==> config.mk <==
export PLATFORM = sky130hd
export DESIGN_NAME = bram_stream_reader
export DESIGN_NICKNAME = d
export VERILOG_FILES = /design/src/rtl/bram_stream_reader_pkg.sv /design/src/rtl/bram_stream_reader_sync_fifo.sv /design/src/rtl/bram_stream_reader.sv
export SDC_FILE = /design/constraint.sdc
export NUM_CORES = 1
export LEC_CHECK = 0
export ABC_AREA = 1
export CORE_ASPECT_RATIO = 1.2
export CORE_MARGIN = 10
export CORE_UTILIZATION = 40
export CTS_CLUSTER_DIAMETER = 40
export DETAILED_ROUTE_END_ITERATION = 16
export SLEW_MARGIN = 20
export SYNTH_ARGS = -nofsm -noshare
export SYNTH_HDL_FRONTEND = slang
export SYNTH_SLANG_ARGS = --single-unit
==> constraint.sdc <==
create_clock -name clk -period 2.2 [get_ports clk]
set_input_delay 0.44 -clock clk [delete_from_list [all_inputs] [get_ports clk]]
set_output_delay 0.44 -clock clk [all_outputs]
set_load 0.02 [all_outputs]
==> src/rtl/bram_stream_reader_pkg.sv <==
// Shared constants for the block-RAM stream reader.
//   BramLog2Depth / BramDepth : node input RAM geometry (default address width)
//   state_e                   : reader FSM encodings (Idle=0, Run=1, Drain=2)
package bram_stream_reader_pkg;

  localparam int unsigned BramLog2Depth = 10;
  localparam int unsigned BramDepth     = 1 << BramLog2Depth;

  typedef enum logic [1:0] {
    StIdle  = 2'd0,
    StRun   = 2'd1,
    StDrain = 2'd2
  } state_e;

endpackage

==> src/rtl/bram_stream_reader_sync_fifo.sv <==
// Synchronous FIFO, power-of-2 depth, single clock.
//   clk, rst_n   : clock, async active-low reset (empties FIFO, clears storage)
//   push, wdata  : write strobe and data (ignored when full and not popping)
//   pop, rdata   : read strobe (ignored when empty) and head-of-queue data
//   count        : current occupancy, empty/full flags
module bram_stream_reader_sync_fifo #(
  parameter int unsigned Width = 257,
  parameter int unsigned Depth = 4
) (
  input  logic                       clk,
  input  logic                       rst_n,
  input  logic                       push,
  input  logic [Width-1:0]           wdata,
  input  logic                       pop,
  output logic [Width-1:0]           rdata,
  output logic [$clog2(Depth):0]     count,
  output logic                       empty,
  output logic                       full
);

  localparam int unsigned PtrW = $clog2(Depth);
  localparam int unsigned CntW = PtrW + 1;

  logic [Width-1:0] mem_q [Depth];
  logic [PtrW-1:0]  wptr_q, rptr_q;
  logic [CntW-1:0]  count_q;
  logic             do_push, do_pop;

  assign empty   = (count_q == '0);
  assign full    = (count_q == CntW'(Depth));
  assign do_pop  = pop & ~empty;
  // A full FIFO can still accept a push in the same cycle as a pop.
  assign do_push = push & (~full | do_pop);
  assign rdata   = mem_q[rptr_q];
  assign count   = count_q;

  always_ff @(posedge clk or negedge rst_n) begin
    if (!rst_n) begin
      for (int i = 0; i < int'(Depth); i++) mem_q[i] <= '0;
      wptr_q  <= '0;
      rptr_q  <= '0;
      count_q <= '0;
    end else begin
      if (do_push) begin
        mem_q[wptr_q] <= wdata;
        wptr_q        <= wptr_q + PtrW'(1);
      end
      if (do_pop) rptr_q <= rptr_q + PtrW'(1);
      if (do_push && !do_pop)      count_q <= count_q + CntW'(1);
      else if (!do_push && do_pop) count_q <= count_q - CntW'(1);
    end
  end

endmodule

==> src/rtl/bram_stream_reader.sv <==
// Read-side master for the node-input block RAM. On start, reads len words from
// base_addr (address wraps), absorbs the one-cycle RAM latency and presents the
// words as a valid/ready stream through a credit-controlled FIFO.
//   clk, rst_n                 : clock, async active-low reset
//   start, base_addr, len      : command (sampled only when idle)
//   busy, done                 : status; done pulses when the last word is taken
//   re, rd_addr, rd_data       : RAM read port (data valid the cycle after re)
//   m_data, m_valid, m_last,
//   m_ready                    : output stream
module bram_stream_reader
  import bram_stream_reader_pkg::*;
#(
  parameter int unsigned ADDR_WIDTH = BramLog2Depth,
  parameter int unsigned DATA_WIDTH = 256,
  parameter int unsigned LEN_WIDTH  = ADDR_WIDTH + 1,
  parameter int unsigned FIFO_DEPTH = 4
) (
  input  logic                  clk,
  input  logic                  rst_n,
  input  logic                  start,
  input  logic [ADDR_WIDTH-1:0] base_addr,
  input  logic [LEN_WIDTH-1:0]  len,
  output logic                  busy,
  output logic                  done,
  output logic                  re,
  output logic [ADDR_WIDTH-1:0] rd_addr,
  input  logic [DATA_WIDTH-1:0] rd_data,
  output logic [DATA_WIDTH-1:0] m_data,
  output logic                  m_valid,
  output logic                  m_last,
  input  logic                  m_ready
);

  localparam int unsigned FifoCntW = $clog2(FIFO_DEPTH) + 1;
  localparam logic [FifoCntW:0] DepthC = (FifoCntW + 1)'(FIFO_DEPTH);

  state_e                state_q, state_d;
  logic [ADDR_WIDTH-1:0] base_q, base_d;
  logic [LEN_WIDTH-1:0]  len_q, len_d;
  logic [LEN_WIDTH-1:0]  issue_cnt_q, issue_cnt_d;
  logic [ADDR_WIDTH-1:0] rd_addr_q, rd_addr_d;
  logic                  re_q, re_d;
  logic                  re_last_q, re_last_d;
  logic                  cap_q, cap_last_q;
  logic                  zdone_q, zdone_d;
  logic                  last_pop;

  logic [FifoCntW-1:0]   fifo_count;
  logic                  fifo_empty, fifo_full;
  logic [DATA_WIDTH:0]   fifo_rdata;
  logic                  pop;
  logic [FifoCntW:0]     inflight;
  logic                  credit_ok;

  // Words already in the FIFO plus reads on the RAM bus (re_q) and data being
  // captured now (cap_q). Pops are ignored, so the check is conservative but
  // still sustains one word per cycle with a depth of 4.
  assign inflight  = {1'b0, fifo_count} + {{FifoCntW{1'b0}}, re_q}
                   + {{FifoCntW{1'b0}}, cap_q};
  assign credit_ok = (inflight < DepthC);

  assign m_valid = ~fifo_empty;
  assign m_data  = fifo_rdata[DATA_WIDTH-1:0];
  assign m_last  = m_valid & fifo_rdata[DATA_WIDTH];
  assign pop     = m_valid & m_ready;

  assign busy    = (state_q != StIdle);
  assign re      = re_q;
  assign rd_addr = rd_addr_q;
  assign done    = last_pop | zdone_q;

  always_comb begin
    state_d     = state_q;
    base_d      = base_q;
    len_d       = len_q;
    issue_cnt_d = issue_cnt_q;
    rd_addr_d   = rd_addr_q;
    re_d        = 1'b0;
    re_last_d   = 1'b0;
    zdone_d     = 1'b0;
    last_pop    = 1'b0;
    unique case (state_q)
      StIdle: begin
        if (start) begin
          if (len != '0) begin
            // First read goes out in the cycle after the start is accepted.
            base_d      = base_addr;
            len_d       = len;
            re_d        = 1'b1;
            rd_addr_d   = base_addr;
            issue_cnt_d = LEN_WIDTH'(1);
            re_last_d   = (len == LEN_WIDTH'(1));
            state_d     = StRun;
          end else begin
            zdone_d = 1'b1;
          end
        end
      end
      StRun: begin
        if (issue_cnt_q == len_q) begin
          state_d = StDrain;
        end else if (credit_ok) begin
          re_d        = 1'b1;
          rd_addr_d   = base_q + ADDR_WIDTH'(issue_cnt_q);
          issue_cnt_d = issue_cnt_q + LEN_WIDTH'(1);
          re_last_d   = (issue_cnt_d == len_q);
          if (issue_cnt_d == len_q) state_d = StDrain;
        end
      end
      StDrain: begin
        if (pop && m_last) begin
          last_pop = 1'b1;
          state_d  = StIdle;
        end
      end
      default: state_d = StIdle;
    endcase
  end

  always_ff @(posedge clk or negedge rst_n) begin
    if (!rst_n) begin
      state_q     <= StIdle;
      base_q      <= '0;
      len_q       <= '0;
      issue_cnt_q <= '0;
      rd_addr_q   <= '0;
      re_q        <= 1'b0;
      re_last_q   <= 1'b0;
      cap_q       <= 1'b0;
      cap_last_q  <= 1'b0;
      zdone_q     <= 1'b0;
    end else begin
      state_q     <= state_d;
      base_q      <= base_d;
      len_q       <= len_d;
      issue_cnt_q <= issue_cnt_d;
      rd_addr_q   <= rd_addr_d;
      re_q        <= re_d;
      re_last_q   <= re_last_d;
      cap_q       <= re_q;
      cap_last_q  <= re_last_q;
      zdone_q     <= zdone_d;
    end
  end

  bram_stream_reader_sync_fifo #(
    .Width (DATA_WIDTH + 1),
    .Depth (FIFO_DEPTH)
  ) u_fifo (
    .clk   (clk),
    .rst_n (rst_n),
    .push  (cap_q),
    .wdata ({cap_last_q, rd_data}),
    .pop   (pop),
    .rdata (fifo_rdata),
    .count (fifo_count),
    .empty (fifo_empty),
    .full  (fifo_full)
  );

  logic unused_full;
  assign unused_full = fifo_full;

endmodule

==> flow_summary.ini <==
[grt]
top_usage_layer = met2
use_met3 = 0.04729
first_pass_grt_wire_length_um = 232500
all_layer_global_routing_usage = 0.2026
grt_util_met1 = 0.2658
initial_antenna_violation_count = 29
grt_overflow_total = 0
first_global_vias = 37330
grtUsageMet2 = 0.3246
maximum_number_of_pins_on_one_net_before_global_route_repair = 109

[synth]
synth.top_cells.by_area = dfrtp_1 52%, mux2_4 26%, o21ai_0 5.2%, nor2_1 4.0%, o22ai_1 3.1%
synth.yosys.warnings = 0
synth_enable_flop_cells = 0
netlist_instances = 4082
syn_avg_cell_area_um2 = 12.80
netlist_top_cells_count = 1,084 x dfrtp_1, 896 x mux2_4, 550 x nor2_1
synth_async_sr_flop_share = 1.000
ys_dominant_reg_cell = dfrtp_1
synth.yosys.seq_area_share = 0.5192
synth_top_area_share = 0.5192
synth.ff_latch_count = 1084
summed_instance_area_of_the_synthesized_netlist_um2 = 52250
synth_cell_types = 38
yosysMostFrequentCell = dfrtp_1
synth_area_leader_cell = dfrtp_1
postSynthNetCount = 4381

[pwr]
power.ir.vdd_worst_uv = 1273
leakagePower_nw = 31.58
power.density_nw_per_um2 = 1877

[final_layout]
fill_cells = 10760
share_of_final_layout_standard_cells_stronger_than_drive_strength_1 = 0.4464
finalCoreUtilization = 0.5447
post_synthesis_to_final_layout_area_growth_pct = 35.42
design_area_um2 = 70750
finalNetCount = 5224

[timing]
grt_setup_unrepaired = yes
tightestPinTransition_ns = 0.6751
setup_slack_after_layout_ns = -0.7000
setup-violations-final = 265
finalCriticalPeriod_ns = 2.900
normalized_max_slew_margin = 0.5499
min_period_over_period = 1.318
final_hold_viol_count = 0
final-max-slew-violation-count = 0
fin_worst_skew_ns = 0.03073
clock.fmax_mhz = 344.8

[routing]
drt_pre_antenna_iters = 5
drt.antenna.violating_nets = 0
remaining_drc_errors = 0
wl_per_cell_um = 23.79
first_iter_violations = 2046
drt-vias-per-instance = 5.322
postRouteWirelength_um = 160800
via_count = 35970

[placement]
port-buffer-count = 551
postPlaceCellArea_um2 = 62680
dp_hpwl_um = 101100
gp_routability_congestion = 0.8535

[worst_setup_path]
worst-endpoint-required_ns = 1.76
crit_type = reg -> out
timing.critical_path.from_type = flop
critical_path.max_fanout = 8
worstRegToRegCells = 10
worst_r2r_endpoint = u_fifo.mem_q[285]$_DFFE_PN0P_
cp-end-kind = output port
worst_ep_arrival_time_ns = 2.46
worst_r2r_startpoint = u_fifo.count[0]$_DFFE_PN0P_
ff2ff_setup_slack_ns = 0

[floorplanning]
core_area_um2 = 129900
cell_rows = 145
die_span_in_y_um = 415.9
num_io_pins = 552
floorplan.die_area_um2 = 145500
die_width_um = 349.9
initial_utilization = 0.4022

[clocking]
clock_latency_on_the_worst_skew_pair_ns = 0.78
clock_path_buffers = 3
clk_pin_slew_worst_paths_ns = 0.05
ctsHtreeMaxLevel = 4
clock-sinks = 1084
cts-buffers-inserted = 156
clock_tree.root_cell = clkbuf_16
tritoncts = built

[run]
timing.max_cap.violations = 0

[status]
run_status = complete, but fails checks
violated_checks = setup timing

[hold_path]
min_path_type = in -> async
==> critical path, cell delays in order, from the launching register on <==
cell     delay (ns)
dfrtp_4        0.51
buf_12         0.16
buf_16         0.13
buf_12         0.15
buf_12         0.16
o21ai_0        0.21
o22ai_1        0.17
buf_4          0.19
==> where the power goes <==
group / leakage, nW / internal, mW / switching [mW] / total (mW)
registers: 12.9 / 30.2 / 6.22 / 36.4
logic: 16.0 / 37.2 / 32.9 / 70.1
clock network: 2.64 / 16.3 / 10.1 / 26.3
==> repair_timing <==
item                                   4_1_cts  5_1_grt
endpoints found under the hold margin      437        0
setup endpoints to repair                  272      681
hold buffers                                 1        0
gates cloned                                 2       45
pin swaps                                    7      106
setup buffers                                5       42
gates resized for setup                    407     1154
==> worst max path at each step <==
stage / from / to / slack [ns]
3_3_place_gp: u_fifo.rptr_q[0]$_DFFE_PN0P_ / m_data[32] / -0.39
6_report: u_fifo.rptr_q[0]$_DFFE_PN0P_ / m_data[106] / -0.70
4_1_cts: u_fifo.rptr_q[0]$_DFFE_PN0P_ / m_data[180] / -1.13
3_5_place_dp: u_fifo.rptr_q[0]$_DFFE_PN0P_ / m_data[32] / -0.40
2_1_floorplan: u_fifo.rptr_q[0]$_DFFE_PN0P_ / m_data[100] / 0.02
5_1_grt: u_fifo.rptr_q[0]$_DFFE_PN0P_ / m_data[93] / -0.78
==> registers in the layout (all words and copies together) (netlist names), 3 cells and up <==
| register | count |
|---|---|
| base_q | 10 |
| u_fifo.count | 3 |
| len_q | 11 |
| rd_addr | 10 |
| u_fifo.mem_q | 1028 |
| issue_cnt_q | 11 |
==> area by class of cell <==
class	count	area, µm²	area share
diodes	15	37.54	0.0005305
clock buffers	195	4315	0.06099
clock inverters	92	1202	0.01699
inverters	57	265.3	0.003749
multi-input cells	2645	24290	0.3433
flip-flops and latches	1084	27130	0.3835
well taps	1690	2115	0.02989
repair buffers	978	11360	0.1606
repair inverters	3	36.28	0.0005128
==> layer usage <==
layer,share of wire,vias to the layer above
li1,-,16140
met1,0.44,18650
met2,0.48,902
met3,0.052,256
met4,0.026,24
met5,0.0010,-
==> cells in the final DEF (no fill, tap or decap), types with 27 or more instances in the layout <==
cell type	count
dfrtp_1	1082
buf_2	28
o22ai_2	138
o22ai_1	113
buf_12	139
o21ai_0	328
nand2_1	128
o21ai_2	66
nand3_1	44
o21ai_1	146
buf_4	295
mux2_4	896
nor2_1	513
mux2_2	131
clkbuf_16	194
clkdlybuf4s50_1	292
buf_6	116
nor2_2	27
inv_1	53
==> cells by family after synthesis <==
kind of cell,Yosys count,synth area share
DFF,1084,0.5192
muxes,1027,0.2857
AOI/OAI and AO/OA,828,0.08568
and+or+nand+nor,748,0.05755
buffers and inverters,353,0.04325
xor gates and xnor gates,24,0.004023
adders and majority gates,18,0.004598
==> per-stage QoR <==
stage | setup slack, ns | instances | hold slack, ns | setup TNS, ns | power, mW
finish | -0.7000 | 6759 | 0.2138 | -149.04 | 132.8
floorplan | 0.01801 | 4082 | 0.1444 | 0 | 74.32
global route | -0.7813 | 6758 | 0.1710 | -186.17 | 139.5
global placement | -0.3940 | 6367 | 0.3338 | -278.59 | 99.16
CTS | -1.135 | 6662 | 0.1363 | -229.05 | 126.7
detailed placement | -0.4022 | 6367 | 0.3347 | -308.90 | 99.78
Note: power is estimated with default switching activity, not from simulation.
